[src/rtl/uart_pkg.sv]
// Shared types and constants for the UART receive responder.
// Holds the data width and the RX and read state encodings.
package uart_pkg;

   localparam int UART_DATA_BITS = 8;

   typedef enum logic [2:0] {
      IDLE,
      START,
      DATA,
      PARITY,
      STOP
   } rx_state_t;

   typedef enum logic {
      RIDLE,
      RWAIT
   } rd_state_t;

endpackage

[src/rtl/uart_rx_fifo.sv]
// Synchronous receive FIFO with async active-high reset.
// Ports: clk, reset, push/din, pop/dout, count, full, empty.
module uart_rx_fifo #(
   parameter int DEPTH = 16,
   parameter int W     = 8
) (
   input  logic                   clk,
   input  logic                   reset,
   input  logic                   push,
   input  logic                   pop,
   input  logic [W-1:0]           din,
   output logic [W-1:0]           dout,
   output logic [$clog2(DEPTH):0] count,
   output logic                   full,
   output logic                   empty
);

   localparam int AW = $clog2(DEPTH);

   logic [W-1:0]  mem [DEPTH];
   logic [AW-1:0] wr_ptr;
   logic [AW-1:0] rd_ptr;
   logic          do_push;
   logic          do_pop;

   assign full    = (count == (AW+1)'(DEPTH));
   assign empty   = (count == '0);
   assign do_push = push && !full;
   assign do_pop  = pop && !empty;
   assign dout    = mem[rd_ptr];

   // Pointers wrap naturally since DEPTH is a power of two.
   always_ff @(posedge clk or posedge reset) begin
      if (reset) begin
         wr_ptr <= '0;
         rd_ptr <= '0;
         count  <= '0;
      end else begin
         if (do_push) wr_ptr <= wr_ptr + 1'b1;
         if (do_pop)  rd_ptr <= rd_ptr + 1'b1;
         case ({do_push, do_pop})
            2'b10:   count <= count + 1'b1;
            2'b01:   count <= count - 1'b1;
            default: count <= count;
         endcase
      end
   end

   always_ff @(posedge clk) begin
      if (do_push) mem[wr_ptr] <= din;
   end

endmodule

[src/rtl/uart_rx_responder.sv]
// UART receiver answering CPU read handshakes from a byte FIFO.
// Ports: clk, reset, uartRx in; uartReadReq/Ack/Data handshake;
// rxCount occupancy, rxFrameErr pulse, rxOverflow sticky.
// Define UART_RX_PARITY_EN for 8E1 frames (default 8N1).
module uart_rx_responder
   import uart_pkg::*;
#(
   parameter int CLKS_PER_BIT = 434,
   parameter int FIFO_DEPTH   = 16
) (
   input  logic                        clk,
   input  logic                        reset,
   input  logic                        uartRx,
   input  logic                        uartReadReq,
   output logic                        uartReadAck,
   output logic [UART_DATA_BITS-1:0]   uartReadData,
   output logic [$clog2(FIFO_DEPTH):0] rxCount,
   output logic                        rxFrameErr,
   output logic                        rxOverflow
);

   localparam int CW = $clog2(CLKS_PER_BIT);
   localparam logic [CW-1:0] HALF_M1 = CW'(CLKS_PER_BIT / 2 - 1);
   localparam logic [CW-1:0] FULL_M1 = CW'(CLKS_PER_BIT - 1);

   logic rx_s1;
   logic rx_s2;
   logic rx_q;

   rx_state_t rx_state;
   rx_state_t rx_next;
   rd_state_t rd_state;
   rd_state_t rd_next;

   logic [CW-1:0]             cnt;
   logic [2:0]                bit_idx;
   logic [UART_DATA_BITS-1:0] shreg;
   logic                      cnt_clr;
   logic                      shift_en;
   logic                      frame_ok;
   logic                      frame_bad;
   logic                      frame_good;
   logic                      push_q;

   logic [UART_DATA_BITS-1:0] fifo_dout;
   logic                      fifo_full;
   logic                      fifo_empty;
   logic                      pop;

`ifdef UART_RX_PARITY_EN
   logic par_bit;
   logic par_en;

   assign frame_good = rx_s2 && (par_bit == ^shreg);

   always_ff @(posedge clk or posedge reset) begin
      if (reset)       par_bit <= 1'b0;
      else if (par_en) par_bit <= rx_s2;
   end
`else
   assign frame_good = rx_s2;
`endif

   // rx_q trails rx_s2 by one clock for falling-edge detection.
   always_ff @(posedge clk or posedge reset) begin
      if (reset) begin
         rx_s1 <= 1'b1;
         rx_s2 <= 1'b1;
         rx_q  <= 1'b1;
      end else begin
         rx_s1 <= uartRx;
         rx_s2 <= rx_s1;
         rx_q  <= rx_s2;
      end
   end

   always_ff @(posedge clk or posedge reset) begin
      if (reset) rx_state <= IDLE;
      else       rx_state <= rx_next;
   end

   always_comb begin
      rx_next   = rx_state;
      cnt_clr   = 1'b0;
      shift_en  = 1'b0;
      frame_ok  = 1'b0;
      frame_bad = 1'b0;
`ifdef UART_RX_PARITY_EN
      par_en    = 1'b0;
`endif
      case (rx_state)
         IDLE: begin
            cnt_clr = 1'b1;
            if (rx_q && !rx_s2) rx_next = START;
         end
         START: begin
            if (cnt == HALF_M1) begin
               cnt_clr = 1'b1;
               rx_next = rx_s2 ? IDLE : DATA;
            end
         end
         DATA: begin
            if (cnt == FULL_M1) begin
               cnt_clr  = 1'b1;
               shift_en = 1'b1;
               if (bit_idx == 3'(UART_DATA_BITS - 1)) begin
`ifdef UART_RX_PARITY_EN
                  rx_next = PARITY;
`else
                  rx_next = STOP;
`endif
               end
            end
         end
`ifdef UART_RX_PARITY_EN
         PARITY: begin
            if (cnt == FULL_M1) begin
               cnt_clr = 1'b1;
               par_en  = 1'b1;
               rx_next = STOP;
            end
         end
`endif
         STOP: begin
            if (cnt == FULL_M1) begin
               cnt_clr   = 1'b1;
               rx_next   = IDLE;
               frame_ok  = frame_good;
               frame_bad = !frame_good;
            end
         end
         default: rx_next = IDLE;
      endcase
   end

   // Push and error are registered: both land one clock after
   // the stop-bit sample.
   always_ff @(posedge clk or posedge reset) begin
      if (reset) begin
         cnt        <= '0;
         bit_idx    <= '0;
         shreg      <= '0;
         push_q     <= 1'b0;
         rxFrameErr <= 1'b0;
         rxOverflow <= 1'b0;
      end else begin
         cnt <= cnt_clr ? '0 : cnt + 1'b1;
         if (rx_state == IDLE) bit_idx <= '0;
         else if (shift_en)    bit_idx <= bit_idx + 1'b1;
         if (shift_en) shreg <= {rx_s2, shreg[UART_DATA_BITS-1:1]};
         push_q     <= frame_ok;
         rxFrameErr <= frame_bad;
         if (push_q && fifo_full) rxOverflow <= 1'b1;
      end
   end

   uart_rx_fifo #(
      .DEPTH (FIFO_DEPTH),
      .W     (UART_DATA_BITS)
   ) u_fifo (
      .clk   (clk),
      .reset (reset),
      .push  (push_q),
      .pop   (pop),
      .din   (shreg),
      .dout  (fifo_dout),
      .count (rxCount),
      .full  (fifo_full),
      .empty (fifo_empty)
   );

   always_ff @(posedge clk or posedge reset) begin
      if (reset) rd_state <= RIDLE;
      else       rd_state <= rd_next;
   end

   // One pop per req-high period; RWAIT waits for req to drop.
   always_comb begin
      rd_next = rd_state;
      pop     = 1'b0;
      case (rd_state)
         RIDLE: begin
            if (uartReadReq && !fifo_empty) begin
               pop     = 1'b1;
               rd_next = RWAIT;
            end
         end
         RWAIT: begin
            if (!uartReadReq) rd_next = RIDLE;
         end
         default: rd_next = RIDLE;
      endcase
   end

   always_ff @(posedge clk or posedge reset) begin
      if (reset) begin
         uartReadAck  <= 1'b0;
         uartReadData <= '0;
      end else begin
         uartReadAck <= pop;
         if (pop) uartReadData <= fifo_dout;
      end
   end

endmodule

[config.mk]
export PLATFORM = sky130hd
export DESIGN_NAME = uart_rx_responder
export DESIGN_NICKNAME = d
export VERILOG_FILES = /design/src/rtl/uart_pkg.sv /design/src/rtl/uart_rx_fifo.sv /design/src/rtl/uart_rx_responder.sv
export SDC_FILE = /design/constraint.sdc
export NUM_CORES = 1
export LEC_CHECK = 0
export BUFFER_PORTS_ARGS = -buffer_cell sky130_fd_sc_hd__buf_2
export CORE_MARGIN = 4
export CORE_UTILIZATION = 40
export DETAILED_ROUTE_END_ITERATION = 8
export GPL_TIMING_DRIVEN = 0
export HOLD_SLACK_MARGIN = 0.12
export PLACE_DENSITY = 0.62
export RECOVER_POWER = 25
export SLEW_MARGIN = 0
export SYNTH_ARGS = -nofsm -noshare
export SYNTH_HDL_FRONTEND = slang
export SYNTH_SLANG_ARGS = --single-unit
export TNS_END_PERCENT = 1
[constraint.sdc]
create_clock -name clk -period 5.3 [get_ports clk]
set_input_delay 0.795 -clock clk [delete_from_list [all_inputs] [get_ports clk]]
set_output_delay 0.795 -clock clk [all_outputs]
set_load 0.03 [all_outputs]
After elaboration in Yosys (flattened, before gate mapping)
Memories as Yosys holds them, arrays and structs flattened. A register that Yosys moved wholly into a read port is not among the register bits.
Cells that the tools add are included.
{"block": "totals", "register_bits": 44, "ramBits": 128, "inputBits": 4, "wordCells": 76, "mem_count": 1}
{"memory": "u_fifo.mem", "words": 16, "word_bits": 8, "read_ports": 1, "rd_clocked_by_memory_dff": 1, "write_ports": 1, "line": "uart_rx_fifo.sv:20", "source": "logic [W-1:0] mem [DEPTH];"}
{"block": "classes", "n_addsub": 6, "n_eq_ne": 14, "mux": 25, "n_bitwise": 1, "n_reduce_logical": 14}
{"cell": "2-to-1 mux 3 bit", "n": 7}
{"cell": "2-to-1 mux 1 bit", "n": 12}
{"cell": "one-hot mux 3 bit (4 select lines)", "n": 1}
{"cell": "!= test 2 bit, second input constant", "n": 5}
{"cell": "one-hot mux 5 bit (2 select lines)", "n": 1}
{"cell": "adder 9 x 1 -> 9 bit, second input constant", "n": 1}
{"cell": "== test 9 x 8 -> 1 bit, second input constant", "n": 1}
{"cell": "== test 9 bit, second input constant", "n": 1}
{"cell": "2-to-1 mux 9 bit", "n": 1}
{"cell": "adder 4 x 1 -> 4 bit, second input constant", "n": 2}
{"cell": "== test 3 bit, second input constant", "n": 2}
{"cell": "adder 5 x 1 -> 5 bit, second input constant", "n": 1}
{"cell": "== test 5 bit, second input constant", "n": 1}
{"cell": "logical AND 1 bit", "n": 5}
{"cell": "logical NOT 5 bit", "n": 1}
{"cell": "AND reduction 5 bit", "n": 1}
{"cell": "subtractor 5 x 1 -> 5 bit, second input constant", "n": 1}
{"cell": "nonzero test 2 bit", "n": 2}
{"cell": "adder 3 x 1 -> 3 bit, second input constant", "n": 1}
{"cell": "== test 3 x 1 -> 1 bit, second input constant", "n": 1}
{"cell": "== test 3 x 2 -> 1 bit, second input constant", "n": 1}
{"cell": "logical NOT 1 bit", "n": 3}
{"cell": "logical NOT 3 bit", "n": 1}
{"cell": "one-hot mux 1 bit (3 select lines)", "n": 1}
{"cell": "6 further kinds", "n": 6}

Logic depth before layout (Yosys ltp)
Gate-level depths: netlist of run 1.
{"block": "logic_depth", "ltp_word": 8, "ltp_mapped": 9, "ltp_nobuf": 9}

Modules after synthesis
From an unflattened synthesis of run 1, not the netlist that was laid out.
{"block": "hier_totals", "cells_unflattened": 469, "hier_area_um2": 7493.4}
{"module": "uart_rx_fifo", "n_inst": 1, "cells_each": 333, "area_per_inst_um2": 5789.3, "seq_area_each_um2": 4169.0}
{"module": "uart_rx_responder", "n_inst": 1, "cells_each": 136, "area_per_inst_um2": 1704.1, "seq_area_each_um2": 979.7}

Worst setup path after synthesis of run 1
No wires, ideal clock.
{"block": "synth_path", "path_type": "register to register", "from": "reg u_fifo.count[0]", "to": "reg u_fifo.count[4]", "setup_ns": 0.136, "t_arrival_ns": 2.642, "required_ns": 5.164, "slack_ns": 2.522, "path_stages_with_launch": 10, "n_path_buf": 0, "period_less_slack_ns": 2.778, "path_cell_list": "dfrtp_1 -> or4_1 -> o21ai_1 -> inv_1 -> ha_1 -> fa_1 -> a21o_1 -> a21oi_1 -> mux2i_1 -> xnor2_1"}
{"block": "synth_via", "elab_chain_len": 8, "word_cells_on_any_way": 15, "classes_between": "add/sub: 2; eq/ne: 3; mux: 3; reduce/logical: 7"}
{"element": "start, declared", "line": "uart_rx_fifo.sv:13", "source": "output logic [$clog2(DEPTH):0] count,"}
{"element": "start signal, assigned", "line": "uart_rx_fifo.sv:42", "source": "2'b10: count <= count + 1'b1;"}
{"element": "start signal, assigned", "line": "uart_rx_fifo.sv:43", "source": "2'b01: count <= count - 1'b1;"}
{"element": "start signal, assigned", "line": "uart_rx_fifo.sv:44", "source": "default: count <= count;"}
{"element": "logical NOT 5 bit *", "line": "uart_rx_fifo.sv:27", "source": "assign empty = (count == '0);"}
{"element": "logical NOT 1 bit *", "line": "uart_rx_fifo.sv:29, uart_rx_responder.sv:183"}
{"element": "logical AND 1 bit", "line": "uart_rx_responder.sv:183", "source": "if (uartReadReq && !fifo_empty) begin"}
{"element": "2-to-1 mux 1 bit", "line": "uart_rx_responder.sv:183"}
{"element": "2-to-1 mux 1 bit", "line": "uart_rx_responder.sv:181", "source": "case (rd_state)"}
{"element": "logical AND 1 bit *", "line": "uart_rx_fifo.sv:29", "source": "assign do_pop = pop && !empty;"}
{"element": "via u_fifo.do_pop", "line": "uart_rx_fifo.sv:24", "source": "logic do_pop;"}
{"element": "== test 2 x 1 -> 1 bit or == test 2 bit (tied branches)", "line": "uart_rx_fifo.sv:41", "source": "case ({do_push, do_pop})"}
{"element": "one-hot mux 5 bit (2 select lines) or nonzero test 2 bit (tied branches)"}
The timed path passes the listed nets; every way through them passes the cells marked *.
A chain may end at the register's enable or synchronous reset.

Worst setup path in the final report of run 1
Ends and elaborated chain as after synthesis.

==> results of run 1 <==
## worst max-delay path: stages, from the launching register on
cell and delay [ns]:
dfrtp_1 0.46, or4_1 0.60, o21ai_1 0.39, inv_1 0.25
ha_1 0.36, fa_1 0.43, a21o_1 0.17, a21oi_1 0.17
mux2i_1 0.24, xnor2_1 0.13
## flip-flops by register name (all words and copies together) (netlist names), 4 cells and up
name           flops
u_fifo.wr_ptr      4
shreg              8
cnt                9
u_fifo.count       5
u_fifo.mem       128
uartReadData       8
u_fifo.rd_ptr      4
## worst max path at each step
stage | startpoint | to | depth (start not counted)
2_1_floorplan | u_fifo.count[0] | u_fifo.count[4] | 9
3_3_place_gp | u_fifo.count[0] | u_fifo.count[4] | 9
3_5_place_dp | u_fifo.count[0] | u_fifo.count[4] | 9
4_1_cts | u_fifo.count[0] | u_fifo.count[4] | 9
5_1_grt | u_fifo.count[0] | u_fifo.count[4] | 9
6_report | u_fifo.count[0] | u_fifo.count[4] | 9
## area by class of cell
| class | count | share of cell area |
|---|---|---|
| clock inverter | 13 | 0.02055 |
| clock buffer | 19 | 0.05233 |
| tap | 229 | 0.03385 |
| inverter | 11 | 0.004878 |
| sequential | 180 | 0.6083 |
| buffer | 19 | 0.01641 |
| timing repair buffer | 21 | 0.01227 |
| multi-input combinational | 219 | 0.2514 |
## cell usage in the layout (no fill, tap or decap), drive strengths merged, types with 2 or more instances in the layout
master,instances
buf,35
nand2b,2
clkbuf,24
a211o,2
nand4,3
bufinv,3
a21oi,5
mux2,16
nor3b,2
o21ai,11
dfrtp,49
nor3,18
a21o,2
edfxtp,128
nor2,22
nand2,24
ha,14
clkinv,6
dfstp,3
inv,14
mux2i,19
xor2,3
mux4,32
nand3,7
xnor2,14
and4b,2
a21boi,3
nor2b,3
## stage by stage
stage	cell area (µm²)	setup slack [ns]	power, W	hold slack [ns]
after global placement	7824	2.175	0.002415	0.3490
after floorplan	7442	2.522	0.002247	0.3452
after CTS	8461	2.111	0.003737	0.3610
final	8464	2.034	0.003693	0.3648
after detailed placement	7844	2.128	0.002444	0.3503
after global routing	8464	1.931	0.003869	0.3687
## cells by family (layout without fill, tap and decap cells)
group,after synthesis,after routing,share of synthesized area
mux,67,67,0.1516
compound gates,28,28,0.02438
flops,180,180,0.6918
fa+ha+maj,15,15,0.02623
simple gates,92,92,0.06170
buf+inv,30,83,0.02421
xor+xnor,17,17,0.02001
## layer usage
layer	wire length (µm)	global-route usage
met3	631	0.05026
met2	6892	0.2338
met4	89	0.03829
met5	0	0
met1	6331	0.1962
## power by group
group	internal (W)	leakage (nW)	total, W	switching, W
Clock	0.000763	0.298	0.00130	0.000535
Sequential	0.00157	1.55	0.00165	0.0000778
Combinational	0.000319	0.910	0.000744	0.000425
==> impl_metrics.tcl, run 1 <==
set metrics [dict create \
    outcome "complete, but fails checks" \
    violations "max-capacitance violations, max-slew violations" \
    synth_top_area_share 0.5165 \
    stdcell_count 711 \
    critical_path_class "reg -> reg" \
    clkTransAtPathRegs_ns 0.07 \
    syn_avg_cell_area_um2 17.35 \
    worstPathMaxFanout 6 \
    grt_pass1_wl_um 22400 \
    ys_ff_latch 180 \
    drv_cap 1 \
    hp-class "reg -> reg" \
    overflow 0 \
    final_nets 488 \
    slew_viol_final 28 \
    antenna_found_initial 0 \
    initial_core_util 0.4101 \
    end_kind "flop" \
    ys.warnings.count 0 \
    r2r_cells 9 \
    clock.fmax_mhz 306.2 \
    drt-vias-per-instance 5.281 \
    gp_congestion 0.7475 \
    ys_top_cells_by_area "edfxtp_1 52%, dfrtp_1 16%, mux4_2 6.7%, mux4_1 3.5%, mux2i_1 2.6%" \
    first_global_vias 3921 \
    rsz0062_at_grt "no" \
    critPathArrivalTime_ns 3.62 \
    root_buffer "clkbuf_16" \
    hpwl_um 9260 \
    synth_nets 448 \
    synth_most_common_cell "edfxtp_1" \
    drc 0 \
    r2r-end "u_fifo.count[4]" \
    synth-edff-count 128 \
    fin_crit_ns 3.266 \
    insertion_delay_ns 0.43 \
    area_delta_synth_final_pct 13.74 \
    cts_max_path_buffers 2 \
    dieHeight_um 144.4 \
    die_w_um 144.4 \
    synth_common_cells "128 x edfxtp_1, 49 x dfrtp_1, 24 x nand2_1, 22 x mux4_2, 22 x nor2_1" \
    ctsHoldBuffers 0 \
    fillers 1538 \
    numCtsBuffers 17 \
    rows 49 \
    r2r_start "u_fifo.count[0]" \
    firstDrtPassIters 4 \
    routed_wl_um 13950 \
    cts.sinks 180 \
    grt_max_degree 28 \
    port_buffers 19 \
    cts_tree "built" \
    power_density_nw_per_um2 436.4 \
    fin_crit_sh 0.6163 \
    dp.cells 678 \
    whs_endpoint "frame_good" \
    track_usage 0.1473 \
    initialDrtViolationCount 235 \
    worstPathRequired_ns 5.65 \
    cts-htree-levels 4 \
    crit_path_start_kind "flop" \
    synth.distinct_cells 49 \
    utilization 0.4664 \
    ctsResizeCount 0 \
    setup_viol 0 \
    synthFlopType "edfxtp_1" \
    reg2reg_slack_ns 2.03 \
    dieArea_um2 20850 \
    async_flop_share 0.2889 \
    synth_top_area_cell "edfxtp_1" \
    setup_tns_ns 0 \
    core-area_um2 18150 \
    power.leakage_nw 2.753 \
    ant_nets 0 \
    worst_pin_slew_ns 1.621 \
    hold_violations 0 \
    whs_path_depth 0 \
    syn_area_um2 7442 \
    worstHoldStart "rx_s1" \
    drive_gt1_frac 0.2303 \
    syn_inst 429 \
    post_cts_buffers 0 \
    final.setup_skew_ns 0.006919 \
    wl_per_cell_um 19.61 \
    relSlewSlack -0.08050 \
    multi_input_area_um2 2128 \
    io_pins 20 \
    antenna_cells 0 \
    synth-seq-area-share 0.6918 \
    vdd_ir_drop_max_mv 0.2566 \
    ff_latch_area_um2 5149 \
    via_count 3755 \
]
Note: power is estimated with default switching activity, not from simulation.
==> run 2, diff against run 1 <==
==> constraint.sdc (replaced) <==
create_clock -name clk -period 3.2 [get_ports clk]
set_input_delay 0.48 -clock clk [delete_from_list [all_inputs] [get_ports clk]]
set_output_delay 0.48 -clock clk [all_outputs]
set_load 0.03 [all_outputs]
==> impl_metrics.tcl, run 2 (same netlist as run 1, synthesis figures left out) <==
set metrics [dict create \
    track_usage 0.1474 \
    vdd_ir_drop_max_mv 0.4303 \
    root_buffer "clkbuf_16" \
    antenna_found_initial 0 \
    worstHoldStart "uartReadReq" \
    final.setup_skew_ns 0.006831 \
    core-area_um2 18150 \
    numCtsBuffers 17 \
    hpwl_um 9260 \
    hold_violations 0 \
    cts_tree "built" \
    slew_viol_final 0 \
    final_cell_mix "128 x edfxtp_1, 49 x dfrtp_1, 24 x buf_2, 24 x nand2_1" \
    top_register "u_fifo.mem" \
    antenna_cells 0 \
    power.internal_w 0.004403 \
    swShare 0.2816 \
    layout_commonest_cell "edfxtp_1" \
    whs_ns 0.2945 \
    area_delta_synth_final_pct 14.31 \
    drv_cap 0 \
    cts.sinks 180 \
    clkPwrFrac 0.351 \
    wl_per_cell_um 19.64 \
    crit_path_max_incr_delay_ns 0.61 \
    drive_gt1_frac 0.2355 \
    rows 49 \
    critical_path_class "reg -> reg" \
    die_w_um 144.4 \
    clkTransAtPathRegs_ns 0.07 \
    io_pins 20 \
    power_density_nw_per_um2 720.5 \
    insertion_delay_ns 0.43 \
    relSlewSlack 0.3511 \
    clock.fmax_mhz 333.0 \
    routed.top_layer "met4" \
    met2_length_um 6828 \
    worstPathMaxFanout 6 \
    drc 0 \
    routed_wl_um 14010 \
    whs_endpoint "rd_state" \
    dieArea_um2 20850 \
    rsz0062_at_grt "no" \
    crit_path_start_kind "flop" \
    post_cts_buffers 0 \
    crit_path_top_delay_cell "or4_1" \
    r2r_start "u_fifo.count[0]" \
    initial_core_util 0.4101 \
    seq_power_share 0.447 \
    cts-htree-levels 4 \
    drt-vias-per-instance 5.271 \
    fin_crit_sh 0.9384 \
    r2r_cells 9 \
    first_global_vias 3924 \
    crit_chain "or4_1, o21ai_2, inv_1, ha_2, fa_1, a21o_1, a21oi_1, mux2i_1, xnor2_1" \
    outcome "complete, no violations" \
    fin_crit_ns 3.003 \
    net-switching-power_w 0.001726 \
    cts_max_path_buffers 2 \
    worstPathRequired_ns 3.56 \
    end_kind "flop" \
    port_buffers 19 \
    reg2reg_slack_ns 0.20 \
    met1_length_um 6340 \
    via_count 3758 \
    grt_max_degree 28 \
    setup_viol 0 \
    wl_met3_um 703 \
    grt_pass1_wl_um 22410 \
    final_nets 490 \
    initialDrtViolationCount 248 \
    ant_nets 0 \
    dieHeight_um 144.4 \
    overflow 0 \
    firstDrtPassIters 5 \
    power.leakage_nw 2.770 \
    pwr-share-comb 0.202 \
    largest_registers "u_fifo.mem: 128 flops, cnt: 9 flops" \
    largest_reg_flops 128 \
    gp_congestion 0.7475 \
    whs_path_depth 2 \
    hp-class "in -> reg" \
    worst_pin_slew_ns 0.9722 \
    critPathArrivalTime_ns 3.36 \
    r2r-end "u_fifo.count[4]" \
    setup_tns_ns 0 \
]
[run 2: power by group through the flow]
stage,combinational [W],clock [W],sequential [W]
floorplan,0.000815,0,0.00291
global placement,0.00122,0,0.00277
detailed placement,0.00126,0,0.00279
CTS,0.00126,0.00219,0.00274
global route,0.00135,0.00230,0.00277
finish,0.00124,0.00215,0.00274
[run 2: worst max path at each step]
stage	startpoint	end	slack [ns]	depth (start not counted)
after floorplan	u_fifo.count[0]	u_fifo.count[4]	0.42	9
after global placement	u_fifo.count[0]	u_fifo.count[4]	0.08	9
after detailed placement	u_fifo.count[0]	u_fifo.count[4]	0.03	9
after CTS	u_fifo.count[0]	u_fifo.count[4]	0.01	9
after global routing	u_fifo.count[0]	u_fifo.count[4]	0.07	9
final	u_fifo.count[0]	u_fifo.count[4]	0.20	9
[run 2: repair_timing]
| action | 4_1_cts | 5_1_grt |
|---|---|---|
| hold buffers | 1 | 1 |
| endpoints found under the hold margin | 22 | 1 |
| setup endpoints to repair | 0 | 2 |
| resized for setup | 0 | 2 |
[run 2: layout make-up]
cell class | instances | area (µm²)
flip-flops and latches | 180 | 5149
plain buffers | 19 | 138.9
repair buffers | 23 | 140.1
inverters | 11 | 41.29
fillers | 1531 | 9641
multi-input cells | 219 | 2135
clock buffers | 19 | 442.9
clock inverters | 13 | 173.9
well taps | 229 | 286.5
[run 2: critical path, delay by kind of cell, from the launching register on]
kind                       cells  cell delay, ns
adders and majority gates      2            0.69
and+or+nand+nor                1            0.61
AOI/OAI and AO/OA              3            0.60
DFF                            1            0.46
muxes                          1            0.23
buffers and inverters          1            0.20
xor gates and xnor gates       1            0.13
[run 2: metrics by stage]
stage / worst slack (ns) / area, µm² / std cells / util / total power, W
2_1_floorplan: 0.4221 / 7442 / 429 / - / 0.003722
3_3_place_gp: 0.07510 / 7824 / 677 / 0.4311 / 0.004000
3_5_place_dp: 0.02806 / 7844 / 678 / 0.4322 / 0.004047
4_1_cts: 0.01083 / 8471 / 711 / 0.4668 / 0.006191
5_1_grt: 0.06967 / 8507 / 713 / 0.4688 / 0.006416
6_report: 0.1972 / 8507 / 713 / 0.4688 / 0.006129
[run 2: layer usage]
| layer | vias to the layer above | global-route usage |
|---|---|---|
| met2 | 91 | 0.2338 |
| met1 | 1920 | 0.1964 |
| li1 | 1738 | - |
| met3 | 9 | 0.05026 |
| met5 | - | 0 |
| met4 | 0 | 0.03829 |
==> run 3, diff against run 2 <==
--- a/config.mk
+++ b/config.mk
@@ -7,11 +7,12 @@
 export LEC_CHECK = 0
 export BUFFER_PORTS_ARGS = -buffer_cell sky130_fd_sc_hd__buf_2
 export CORE_MARGIN = 4
-export CORE_UTILIZATION = 40
+export CORE_UTILIZATION = 45
+export CTS_CLUSTER_SIZE = 28
 export DETAILED_ROUTE_END_ITERATION = 8
 export GPL_TIMING_DRIVEN = 0
 export HOLD_SLACK_MARGIN = 0.12
-export PLACE_DENSITY = 0.62
+export PLACE_DENSITY = 0.58
 export RECOVER_POWER = 25
 export SLEW_MARGIN = 0
 export SYNTH_ARGS = -nofsm -noshare
==> impl_metrics.tcl, run 3 (same netlist as run 1, synthesis figures left out) <==
set metrics [dict create \
    core-area_um2 16060 \
    final_cell_mix "128 x edfxtp_1, 49 x dfrtp_1, 24 x nand2_1" \
    ant_nets 0 \
    grt_max_degree 30 \
    antenna_found_initial 0 \
    track_usage 0.1630 \
    firstDrtPassIters 6 \
    wl_per_cell_um 19.74 \
    area_delta_synth_final_pct 13.03 \
    die_w_um 136.6 \
    r2r_start "u_fifo.count[0]" \
    vdd_ir_drop_max_mv 0.4928 \
    violations "max-capacitance violations" \
    top_register "u_fifo.mem" \
    cts_tree "built" \
    hpwl_um 9071 \
    final.setup_skew_ns 0.008559 \
    via_count 3722 \
    outcome "complete, but fails checks" \
    whs_path_depth 1 \
    rows 46 \
    largest_registers "u_fifo.mem: 128 flops, cnt: 9 flops" \
    dieHeight_um 136.6 \
    crit_path_start_kind "flop" \
    r2r-end "u_fifo.count[4]" \
    io_pins 20 \
    ff_latch_area_um2 5149 \
    cts.sinks 180 \
    drive_gt1_frac 0.2236 \
    slew_viol_final 0 \
    whs_endpoint "rx_s1" \
    largest_reg_flops 128 \
    setup_viol 0 \
    ctsResizeCount 0 \
    hold_violations 0 \
    worstHoldStart "uartRx" \
    insertion_delay_ns 0.42 \
    post_cts_buffers 0 \
    r2r_cells 9 \
    port_buffers 19 \
    clkTransAtPathRegs_ns 0.06 \
    reg2reg_slack_ns 0.19 \
    worstPathRequired_ns 3.54 \
    utilization 0.5238 \
    end_kind "flop" \
    rsz0062_at_grt "no" \
    first_global_vias 3921 \
    worstPathMaxFanout 6 \
    cts_max_path_buffers 2 \
    drv_cap 1 \
    power.leakage_nw 2.714 \
    setup_tns_ns 0 \
    initial_core_util 0.4635 \
    layout_commonest_cell "edfxtp_1" \
    worst_pin_slew_ns 1.496 \
    fin_crit_sh 0.9417 \
    hp-class "in -> reg" \
    grt_pass1_wl_um 22000 \
    critPathArrivalTime_ns 3.35 \
    drc 0 \
    multi_input_area_um2 2130 \
    overflow 0 \
    antenna_cells 0 \
    fillers 1340 \
    routed_wl_um 13800 \
    final_nets 489 \
    critical_path_class "reg -> reg" \
    root_buffer "clkbuf_16" \
    numCtsBuffers 17 \
    clock.fmax_mhz 331.9 \
    drt-vias-per-instance 5.325 \
    relSlewSlack 0.002837 \
    power_density_nw_per_um2 709.7 \
    cts-htree-levels 4 \
    dieArea_um2 18660 \
    gp_congestion 0.7624 \
    initialDrtViolationCount 202 \
    fin_crit_ns 3.013 \
    ctsHoldBuffers 0 \
]
-- run 3: cell count changes in the layout (fill, tap and decap cells not counted), moves of 2 or more --
cell	previous run	this run
clkinv_4	5	3
nor3_1	15	17
clkinvlp_4	1	4
clkbuf_4	0	2
dlygate4sd3_1	2	0
nor3_2	3	1
clkbuf_1	4	7
-- run 3: worst max path at each step --
stage,start,end,slack (ns),cells past startpoint
final,u_fifo.count[0],u_fifo.count[4],0.19,9
after global routing,u_fifo.count[0],u_fifo.count[4],0.03,9
after CTS,u_fifo.count[0],u_fifo.count[4],0.004,9
after detailed placement,u_fifo.count[0],u_fifo.count[4],0.01,9
after global placement,u_fifo.count[0],u_fifo.count[4],0.01,9
after floorplan,u_fifo.count[0],u_fifo.count[4],0.42,9
-- run 3: layout make-up --
class / instances / share of cell area
flip-flops and latches: 180 / 0.6121
multi-input cells: 219 / 0.2532
clock buffers: 20 / 0.05191
well taps: 216 / 0.03213
plain buffers: 19 / 0.01651
clock inverters: 12 / 0.01577
repair buffers: 22 / 0.01354
inverters: 11 / 0.004909
-- run 3: per-layer routing --
layer  share of wire  routed length [µm]  up-vias  GRT usage
li1                -                   -     1730          -
met1            0.46                6322     1896     0.2249
met2            0.48                6641       78     0.2563
met3           0.044                 611       18    0.03493
met4           0.016                 223        0    0.06103
met5               0                   0        -          0
-- run 3: critical path: stages (launching register included) --
cell     delay, ns
dfrtp_1       0.45
or4_1         0.62
o21ai_4       0.22
inv_1         0.16
ha_1          0.32
fa_1          0.43
a21o_1        0.18
a21oi_1       0.17
mux2i_1       0.25
xnor2_1       0.13
-- run 3: report_power, final --
| part | internal, W | switching (W) | leakage (nW) | total, W |
|---|---|---|---|---|
| clock | 0.00115 | 0.000842 | 0.262 | 0.00199 |
| sequential | 0.00261 | 0.000126 | 1.55 | 0.00273 |
| combinational | 0.000528 | 0.000716 | 0.906 | 0.00124 |
-- run 3: through the flow --
step	hold WS [ns]	setup slack (ns)	total power, W	std cells	instance area (µm²)
final	0.1604	0.1866	0.005970	699	8412
after global routing	0.1367	0.02886	0.006258	699	8412
after CTS	0.1249	0.003594	0.006037	697	8397
after detailed placement	0.3479	0.01334	0.004042	665	7828
after global placement	0.3501	0.01490	0.004024	664	7807
after floorplan	0.3452	0.4221	0.003722	429	7442
